==> src/rtl/z80_im2_int_ctrl.sv <==
// z80_im2_int_ctrl: prioritising Z80 IM2 interrupt controller with mask, status and EOI IO ports.
// Optional macro Z80_INT_NESTED_EN lets a higher-priority source preempt one already in service.
module z80_im2_int_ctrl #(
  parameter int         NUM_SRC   = 4,
  parameter logic [7:0] VEC_BASE  = 8'h80,
  parameter logic [7:0] MASK_PORT = 8'h04,
  parameter logic [7:0] STAT_PORT = 8'h05,
  parameter logic [7:0] EOI_PORT  = 8'h06
) (
  input  logic               clk,
  input  logic               reset,
  input  logic [NUM_SRC-1:0] irq_req,
  input  logic               nM1,
  input  logic               nIORQ,
  input  logic               nRD,
  input  logic               nWR,
  input  logic [7:0]         Address,
  input  logic [7:0]         DataIn,
  output logic [7:0]         DataOut,
  output logic               DataOe,
  output logic               nINT
);
  typedef enum logic [1:0] {S_IDLE, S_ASSERT, S_VECTOR} state_t;
  localparam logic [7:0] VEC_SPUR = VEC_BASE + 8'(2 * NUM_SRC);

  state_t             state;
  logic [NUM_SRC-1:0] pending, in_service, mask;
  logic [NUM_SRC-1:0] prio_ok, eligible, win_oh, eoi_oh, pend_clr, isv_clr;
  logic [NUM_SRC-1:0] irq_s1, irq_s2, irq_s3, irq_rise;
  logic [3:0]         pin_s1, pin_s2;
  logic [2:0]         win_idx;
  logic [7:0]         stat_val, mask_val, rd_data;
  logic               m1, iorq, rd, wr, inta, io_rd, io_wr, inta_q, wr_q;
  logic               inta_go, wr_go, take_vec, rd_hit;
  logic               data_unused;

  // Synchronisers and edge history carry no reset, so a strobe or request
  // held across reset is not mistaken for a fresh edge once reset drops.
  always_ff @(posedge clk) begin
    pin_s1 <= {nM1, nIORQ, nRD, nWR};
    pin_s2 <= pin_s1;
    irq_s1 <= irq_req;
    irq_s2 <= irq_s1;
    irq_s3 <= irq_s2;
    inta_q <= inta;
    wr_q   <= io_wr;
  end

  assign {m1, iorq, rd, wr} = pin_s2;
  assign inta     = ~m1 & ~iorq;
  assign io_rd    = ~iorq & ~rd & m1;
  assign io_wr    = ~iorq & ~wr & m1;
  assign inta_go  = inta & ~inta_q;
  assign wr_go    = io_wr & ~wr_q;
  assign irq_rise = irq_s2 & ~irq_s3;
  assign data_unused = ^DataIn;

`ifdef Z80_INT_NESTED_EN
  logic nest_blk;
  // Only sources strictly above the highest-priority in-service level may interrupt.
  always_comb begin
    nest_blk = 1'b0;
    prio_ok  = '0;
    for (int i = 0; i < NUM_SRC; i++) begin
      nest_blk   = nest_blk | in_service[i];
      prio_ok[i] = ~nest_blk;
    end
  end
`else
  assign prio_ok = (in_service == '0) ? '1 : '0;
`endif

  assign eligible = pending & ~mask & prio_ok;

  // Descending scan leaves the lowest set index as the winner.
  always_comb begin
    win_idx = '0;
    win_oh  = '0;
    eoi_oh  = '0;
    for (int i = NUM_SRC - 1; i >= 0; i--) begin
      if (eligible[i]) begin
        win_idx   = 3'(i);
        win_oh    = '0;
        win_oh[i] = 1'b1;
      end
      if (in_service[i]) begin
        eoi_oh    = '0;
        eoi_oh[i] = 1'b1;
      end
    end
  end

  assign take_vec = (state != S_VECTOR) & inta_go & (|eligible);
  assign pend_clr = take_vec ? win_oh : '0;
  assign isv_clr  = (wr_go && Address == EOI_PORT) ? eoi_oh : '0;

  always_comb begin
    stat_val = '0;
    mask_val = '0;
    mask_val[NUM_SRC-1:0] = mask;
    for (int i = 0; i < NUM_SRC && i < 4; i++) begin
      stat_val[i]     = pending[i];
      stat_val[4 + i] = in_service[i];
    end
    rd_data = (Address == MASK_PORT) ? mask_val : stat_val;
  end

  assign rd_hit = io_rd & ((Address == MASK_PORT) | (Address == STAT_PORT));

  always_ff @(posedge clk) begin
    if (reset) begin
      state      <= S_IDLE;
      nINT       <= 1'b1;
      DataOe     <= 1'b0;
      DataOut    <= 8'h00;
      pending    <= '0;
      in_service <= '0;
      mask       <= '1;
    end else begin
      // A new edge in the same cycle as the acknowledge clear keeps the bit set.
      pending    <= (pending & ~pend_clr) | irq_rise;
      in_service <= (in_service & ~isv_clr) | pend_clr;
      if (wr_go && Address == MASK_PORT) mask <= DataIn[NUM_SRC-1:0];

      case (state)
        S_IDLE, S_ASSERT: begin
          if (inta_go) begin
            state   <= S_VECTOR;
            nINT    <= 1'b1;
            DataOe  <= 1'b1;
            DataOut <= (|eligible) ? VEC_BASE + {4'b0, win_idx, 1'b0} : VEC_SPUR;
          end else begin
            DataOe <= rd_hit;
            if (rd_hit) DataOut <= rd_data;
            if (|eligible) begin
              state <= S_ASSERT;
              nINT  <= 1'b0;
            end else begin
              state <= S_IDLE;
              nINT  <= 1'b1;
            end
          end
        end
        S_VECTOR: begin
          if (iorq) begin
            DataOe <= 1'b0;
            state  <= S_IDLE;
          end
        end
        default: state <= S_IDLE;
      endcase
    end
  end
endmodule

==> config.mk <==
export PLATFORM = sky130hd
export DESIGN_NAME = z80_im2_int_ctrl
export DESIGN_NICKNAME = d
export VERILOG_FILES = /design/src/rtl/z80_im2_int_ctrl.sv
export SDC_FILE = /design/constraint.sdc
export NUM_CORES = 1
export LEC_CHECK = 0
export CORE_MARGIN = 2
export CORE_UTILIZATION = 49
export DETAILED_ROUTE_END_ITERATION = 16
export MAX_ROUTING_LAYER = met4
export PLACE_DENSITY = 0.82
export SYNTH_ARGS = -nofsm -noshare
export SYNTH_HDL_FRONTEND = slang
export SYNTH_SLANG_ARGS = --single-unit
==> constraint.sdc <==
create_clock -name clk -period 2.3 [get_ports clk]
set_input_delay 0.46 -clock clk [delete_from_list [all_inputs] [get_ports clk]]
set_output_delay 0.46 -clock clk [all_outputs]
set_load 0.01 [all_outputs]
; ---- Yosys cells after proc, flatten, opt, wreduce, memory -nomap -nowiden
; Cells that the tools add are included.
[op_classes]
addsub = 1
eq_ne = 7
n_mux = 28
n_bitwise = 28
n_reduce_logical = 10
[op_table]
columns = operator, n
row1 = 2-to-1 mux 4 bit, 11
row2 = 2-to-1 mux 8 bit, 4
row3 = equality test 8 x 3 -> 1 bit (second input constant), 3
row4 = bitwise AND 4 bit, 5
row5 = inverter 4 bit, 4
row6 = bitwise AND 1 bit, 10
row7 = 2-to-1 mux 3 bit, 3
row8 = adder 8 x 4 -> 8 bit (first input constant), 1
row9 = OR 4 bit, 2
row10 = 2-to-1 mux 2 bit, 3
row11 = inverter 1 bit, 6
row12 = 2-to-1 mux 1 bit, 5
row13 = logical NOT 4 bit, 1
row14 = inequality test 2 bit (second input constant), 2
row15 = one-hot mux 2 bit (2 select lines), 1
row16 = AND reduction 2 bit, 2
row17 = nonzero test 2 bit, 2
row18 = OR reduction 4 bit, 1
row19 = equality test 2 x 1 -> 1 bit (second input constant), 1
row20 = equality test 2 bit (second input constant), 1
row21 = logical AND 1 bit, 2
row22 = logical NOT 2 bit, 1
row23 = one-hot mux 1 bit (2 select lines), 1
row24 = OR reduction 2 bit, 1
row25 = OR 1 bit, 1
[totals]
ff_bits = 46
output_inout_bits = 10
wordCells = 88

; ---- Longest topological paths before layout
; Gate-level depths: netlist of run 1.
[logic_depth]
ltp_word = 11
depth_mapped = 6
ltp_nobuf = 4

; ---- Worst setup path before layout of run 1
; OpenSTA, ideal clock, no wires.
[synth_timing]
kind = input to register
from = input port Address[5]
to = register DataOut[3]
setup_ns = 0.096
t_arrival_ns = 1.919
required_time_ns = 2.204
slack_ns = 0.285
path_stages = 5
path_buffers = 1
path_cell_list = or4_4 > buf_6 > o41ai_4 > nand2_2 > o41ai_2
[synth_via]
elab_chain_cells = 5
[synth_rtl]
columns = item, line_no
row1 = start: declaration, 17  ; input logic [7:0] Address,
row2 = "equality test 8 x 3 -> 1 bit, on equally long branches", "105, 108"
row3 = OR 1 bit, 108  ; assign rd_hit = io_rd & ((Address == MASK_PORT) | (Address == STAT_PORT));
row4 = bitwise AND 1 bit, 108
row5 = nonzero test 2 bit (no line), -
row6 = AND reduction 2 bit (no line), -
row7 = end signal: assignment, 131  ; DataOut <= (|eligible) ? VEC_BASE + {4'b0, win_idx, 1'b0} : VEC_SPUR;
row8 = end signal: assignment, 134  ; if (rd_hit) DataOut <= rd_data;
row9 = end: declaration, 19  ; output logic [7:0] DataOut,
; Several ways; a longest one is shown, not always the timed one. The select of a mux whose other input is x is not followed.
; A chain may end at the register's enable or synchronous reset.

; ---- Final worst setup path of run 1
; Same ends and word-level chain as after synthesis.

==> results of run 1 <==
state kept, by name (all words and copies together), names as in the netlist, 2 cells and up:
name,cells
state,2
DataOut,8
mask,4
irq_s3,4
pin_s1,4
in_service,4
irq_s1,4
pending,4
pin_s2,4
irq_s2,4
routing by layer:
metal | up-vias | part of all wire | track usage
met2 | 55 | 0.50 | 0.364
li1 | 705 | - | -
met1 | 679 | 0.41 | 0.243
met4 | 0 | 0.022 | 0.0917
met3 | 8 | 0.062 | 0.0595
met5 | - | 0 | -
critical path: cells and delay by family:
kind                   cells  cell delay (ps)
AND/OR/NAND/NOR            1              610
buffers and inverters      1              430
AO/OA/AOI/OAI              3              900
layout by cell type, fill, tap and decap left out, types with 3 or more instances in the layout:
cell type	Yosys	layout
nand2b_1	6	6
a211o_1	4	4
inv_1	3	3
dfxtp_1	46	46
nand4_1	6	6
clkbuf_4	0	5
o211ai_1	3	3
o21ai_0	7	7
nand3_1	4	4
nor4_1	5	5
buf_4	0	10
a21oi_1	14	14
nor3_1	5	5
clkdlybuf4s50_1	0	31
a311oi_1	3	3
nor2_1	9	9
o31ai_1	4	4
nor2b_1	11	11
kinds of logic after synthesis:
group,share of synthesized area
multiplexers,0.00588
AO/OA/AOI/OAI,0.222
flip-flops,0.541
AND/OR/NAND/NOR,0.204
buffers and inverters,0.0265
how the worst max path moves through the flow:
stage                     startpoint    endpoint  slack (ps)  cells past startpoint
after floorplan           Address[5]  DataOut[3]         280                      5
after global placement    Address[5]  DataOut[3]        -100                      5
after detailed placement  Address[5]  DataOut[3]        -220                      5
after CTS                 Address[5]  DataOut[3]         190                      5
after global routing      Address[5]  DataOut[3]         130                      5
final                     Address[5]  DataOut[3]         170                      5
per-stage QoR:
step                      worst slack, ps  instances  total power [mW]
after CTS                             194        253              1.48
final                                 172        253              1.47
after global placement               -103        245             0.988
after detailed placement             -216        245             0.995
after floorplan                       285        165             0.921
after global routing                  130        253              1.53
power by group:
group	leakage [nW]	switching, mW	internal [mW]
combinational	0.363	0.0571	0.0743
clock	0.0374	0.262	0.228
sequential	0.381	0.0191	0.828
total	0.781	0.338	1.13
final cells by class:
type | count | area share
Inverter | 3 | 0.00513
Timing Repair Buffer | 41 | 0.176
Tap cell | 46 | 0.0262
Multi-Input combinational cell | 109 | 0.335
Clock buffer | 5 | 0.0171
Sequential cell | 46 | 0.420
Clock inverter | 3 | 0.0205
==> run_results.csv, run 1 <==
group,metric,value,unit
status,outcome,"complete, no violations",
synthesis,ys.flop_type,"dfxtp_1",
finish,syn_to_final_growth,28.9,%
critical_path,slowest_stage,"or4_4",
drt,drt.antenna.violating_nets,0,
critical_path,crit_path_end_kind,"flip-flop",
synthesis,yosys-top-cells-count,"46 x dfxtp_1, 14 x a21oi_1, 11 x nor2b_1, 9 x nor2_1, 7 x o21ai_0",
placed_design,dp_hpwl,2830,um
timing,fin_crit_sh,0.925,
clock_network,cts_tree,"yes",
timing,hold_viol,0,
finish,drive_gt1_frac,0.121,
timing,drv_slew,0,
critical_path,reg2reg_to,"DataOut[3]",
grt,overflow,0,
synthesis,yosysTopAreaCell,"dfxtp_1",
timing,setup_viol,0,
synthesis,synth_edf_count,0,
drt,drc,0,
synthesis,yosys-top-cells-area,"dfxtp_1 54%, a21oi_1 4.1%, nor2b_1 4.0%",
timing,rsz0062_at_grt,"false",
synthesis,yosysTopAreaCellShare,0.541,
pwr,p_leak,0.781,nW
timing,tns,0,ps
die,core-area,0.00334,mm2
synthesis,seq_area_frac_synth,0.541,
critical_path,cp.required,2560,ps
die,io_pins,36,
drt,viasPerCell,5.72,
timing,maxSlewHeadroom,0.644,
die,die_height,62.9,um
synthesis,yosysMostFrequentCell,"dfxtp_1",
clock_network,clk_latency,370,ps
drt,wl,3800,um
timing,whs,341,ps
critical_path,cp-start-kind,"primary input",
critical_path,cp.arrival,2390,ps
hold_path,hp-class,"reg -> reg",
placed_design,place_area,0.00211,mm2
finish,fin_area,0.00219,mm2
synthesis,yosys_warnings,0,
clock_network,cts_setup_buffers,0,
grt,grt_pass1_vias,1411,
drt,dr_total_vias,1447,
grt,grt_pass1_wl,6550,um
clock_network,cts-resized-gates,0,
timing,clock-skew-final,24.2,ps
placed_design,portBuffers,31,
finish,multi_input_area,736,um2
hold_path,hold_path_startpoint,"irq_s1[0]",
synthesis,synth_area,0.00170,mm2
synthesis,synth.distinct_cells,42,
timing,min_period,2130,ps
finish,final_util,0.657,
clock_network,hold_buffers,0,
pwr,ir_drop,0.400,mV
die,die_w,62.9,um
job,cap_violations,0,
finish,fillers,290,
clock_network,htree_levels,2,
critical_path,reg2reg_depth,4,
critical_path,r2r_setup_slack,340,ps
finish,antenna_cells,0,
synthesis,ys_seq_elements,46,
hold_path,hold_path_depth,0,
synthesis,synth-async-reset-ratio,0,
pwr,power_density,670,mW/mm2
clock_network,clockRootBuffer,"clkbuf_4",
grt,grt_max_degree,18,
grt,grt_usage,0.218,
finish,nets,232,
critical_path,cp_cell_sequence,"clkdlybuf4s50_1 > or4_4 > o41a_1 > o21ai_0 > o41ai_2",
drt,drtIter0Drc,140,
finish,regArea,921,um2
drt,route.detailed.wl_per_inst,15.0,um
die,row_count,21,
critical_path,r2r-start,"pin_s2[2]",
clock_network,clockBufferDepth,2,
clock_network,clk_pin_slew,150,ps
drt,first_pass_iters,4,
grt,antenna_found_initial,0,
hold_path,holdPathEnd,"irq_s2[0]",
placed_design,gp_congestion,0.938,
timing,worstMarginPinSlew,529,ps
synthesis,avgSynthCellArea,10.3,um2
clock_network,cts-buffers-inserted,5,
synthesis,synth.net_count,191,
clock_network,clock-sinks,46,
critical_path,worstPathMaxFanout,6,
critical_path,critical_path_class,"in -> reg",
die,initial_core_util,0.510,
critical_path,critPathMaxStageDelay,610,ps
die,fp.dieArea,0.00396,mm2
synthesis,synthCells,165,
timing,max_freq,470,MHz
(Power assumes the default switching activity.)
==> run 2: changes to the inputs <==
--- a/config.mk
+++ b/config.mk
@@ -8,6 +8,7 @@
 export CORE_MARGIN = 2
 export CORE_UTILIZATION = 49
 export DETAILED_ROUTE_END_ITERATION = 16
+export HOLD_SLACK_MARGIN = 0.06
 export MAX_ROUTING_LAYER = met4
 export PLACE_DENSITY = 0.82
 export SYNTH_ARGS = -nofsm -noshare
==> results of run 2 <==
Same layout as run 1: the final DEF is identical, and so are final timing and power.
==> edit (settings of run 1) <==
Reset style: asynchronous (`reset`), changed in one clocked block.
--- a/src/rtl/z80_im2_int_ctrl.sv
+++ b/src/rtl/z80_im2_int_ctrl.sv
@@ -109,3 +109,3 @@
 
-  always_ff @(posedge clk) begin
+  always_ff @(posedge clk or posedge reset) begin
     if (reset) begin
Formal check against the unedited RTL: differs if reset is asserted again (counterexample within 4 cycles, from zero or initial values and one cycle with reset high); with reset held inactive, the same outputs for 10 cycles.
==> edit against run 1 <==
- routed wire length down 10%
- synthesized cell count down 15%
- power down 7.6%
- area after synthesis up 0.22%
- setup slack better by 0.039 ns
- cell area down 0.23%
- via count down 14%
- sequential cell count unchanged
- critical path type unchanged
- largest cell class unchanged
- largest power group unchanged
- highest routed layer unchanged
==> edit: results (changes against run 1) <==
Setup path
  • Worst path arrival time: 2.37 ns (-0.02 ns)
  • CP Max Fanout: 5 (-1)
  • Reg-to-reg startpoint: in_service[2]$_DFF_PP0_
  • Delay-heaviest family, CP: simple AND/OR/NAND/NOR gates
  • Crit-path slowest cell: or4_4

Placed design
  • Port bufs: 31 (unchanged)
  • Placer congestion estimate: 0.878 (-6.4%)
  • Detailed Place HPWL: 2590 um (-8.3%)

Cells and area
  • Non-Filler Instances: 233 (-7.9%)
  • Top reg by flops: DataOut
  • Antenna fix cells: 0 (unchanged)
  • Share of layout cells above drive strength 1: 18.7% (+6.6 points)
  • Final nets: 212 (-8.6%)
  • Layout fillers: 266 (-8.3%)

Synthesis
  • Syn Nets: 166 (-13%)
  • Yosys cell types: 39 (-7.1%)
  • Syn Area/Cell: 12.2 um^2 (+18%)
  • Synth cell count leaders: 22 x dfxtp_1, 19 x dfrtp_1, 13 x nand2_1, 8 x inv_1
  • Top cells by area, synth: dfrtp_1 28%, dfxtp_1 26%, dfstp_2 7.7%
  • Post-synth ARST share: 52.2% (+52 points)
  • Synthesis Warnings: 0 (unchanged)
  • Post-synthesis sequential area ratio: 61.4% (+7.3 points)

Timing
  • Max_slew headroom: 69.8% (+5.4 points)
  • Final worst clock skew: 0.00331 ns (-0.0209 ns)

Min path
  • Hold_sp: irq_s1[1]$_DFF_P_

Clock tree
  • H-Tree Depth: 2 (unchanged)
  • Bufs on Longest Clock Path: 2 (unchanged)
  • Clk slew on worst S/H paths: 0.12 ns (-0.03 ns)
  • Post CTS Setup Buffer Count: 0 (unchanged)
  • Post_cts resized: 0 (unchanged)
  • Clock latency on the worst-skew pair: 0.35 ns (-0.02 ns)
  • Total CTS buffers: 5 (unchanged)

Global routing
  • Number of global-route vias before repair: 1248 (-12%)
  • Largest net degree at the start of global routing: 25 (+7)
  • Initial antenna violation count: 0 (unchanged)
  • Total GRT Usage: 19.7% (-2.0 points)
  • Global-route wire length before repair: 5710 um (-13%)

Power
  • Maximum VDD drop: 0.424 mV (+6.0%)
  • P_leak: 0.916 nW (+17%)

Floorplan
  • Row Count: 21 (unchanged)

Drt
  • Via/cell ratio: 5.35 (-6.4%)
  • Initial drt markers: 70 (-50%)
  • Drt wl/cell: 14.7 um (-2.4%)

Outcome
  • Status: finished clean
-- edit: cell type report --
type | count | share of cell area [%]
flip-flops and latches | 46 | 47.9
clock inverters | 2 | 0.629
clock buffers | 6 | 1.89
repair buffers | 39 | 16.9
inverters | 8 | 1.37
multi-input cells | 86 | 28.7
well taps | 46 | 2.63
-- edit: logic make-up after synthesis --
group                  after synthesis  share of synthesized area (%)
AOI/OAI and AO/OA                   27                           12.0
DFF                                 46                           61.4
and+or+nand+nor                     52                           20.2
muxes                                7                           4.62
buffers and inverters                8                           1.76
-- edit: routing by layer --
layer	routed length (um)	GRT usage [%]	up-vias	part of all wire, %
li1	-	-	597	-
met1	1410	21.8	607	41
met2	1760	33.5	37	52
met3	184	5.77	6	5.4
met4	62	7.50	0	1.8
met5	0	-	-	0
-- edit: worst register-to-register path, delay by kind of cell, from the launching register on --
kind,cells,cell delay [ns]
AND/OR/NAND/NOR,3,1.22
AO/OA/AOI/OAI,1,0.20
flip-flops,1,0.46
-- edit: stage by stage --
stage	cell area [um^2]	hold slack, ns	power, W	util [%]	worst slack, ns
2_1_floorplan	1710	0.310	0.000923	-	0.386
3_3_place_gp	2130	0.310	0.00100	63.9	-0.0269
3_5_place_dp	2130	0.312	0.00101	63.9	-0.113
4_1_cts	2190	0.343	0.00137	65.6	0.242
5_1_grt	2190	0.347	0.00143	65.6	0.183
6_report	2190	0.341	0.00136	65.6	0.210
-- edit: path summary, 6_finish.rpt --
| kind | end | slack (ns) | cells past startpoint |
|---|---|---|---|
| worst max register to register | pending[3]$_DFF_PP0_ | 0.34 | 4 |
| max in group asynchronous | mask[0]$_DFFE_PP1P_ | 1.57 | 3 |
| worst min register to register | irq_s2[1]$_DFF_P_ | 0.34 | 0 |
| worst min-delay path | irq_s2[1]$_DFF_P_ | 0.34 | 0 |
| worst max-delay path | DataOut[1]$_DFFE_PP0P_ | 0.21 | 7 |
| min in group asynchronous | DataOut[7]$_DFFE_PP0P_ | 0.44 | 3 |
-- edit: report_power, final --
group / internal, W / switching (W) / leakage (nW)
Clock: 0.000120 / 0.000246 / 0.0322
Combinational: 0.0000774 / 0.0000548 / 0.440
Sequential: 0.000839 / 0.0000192 / 0.443
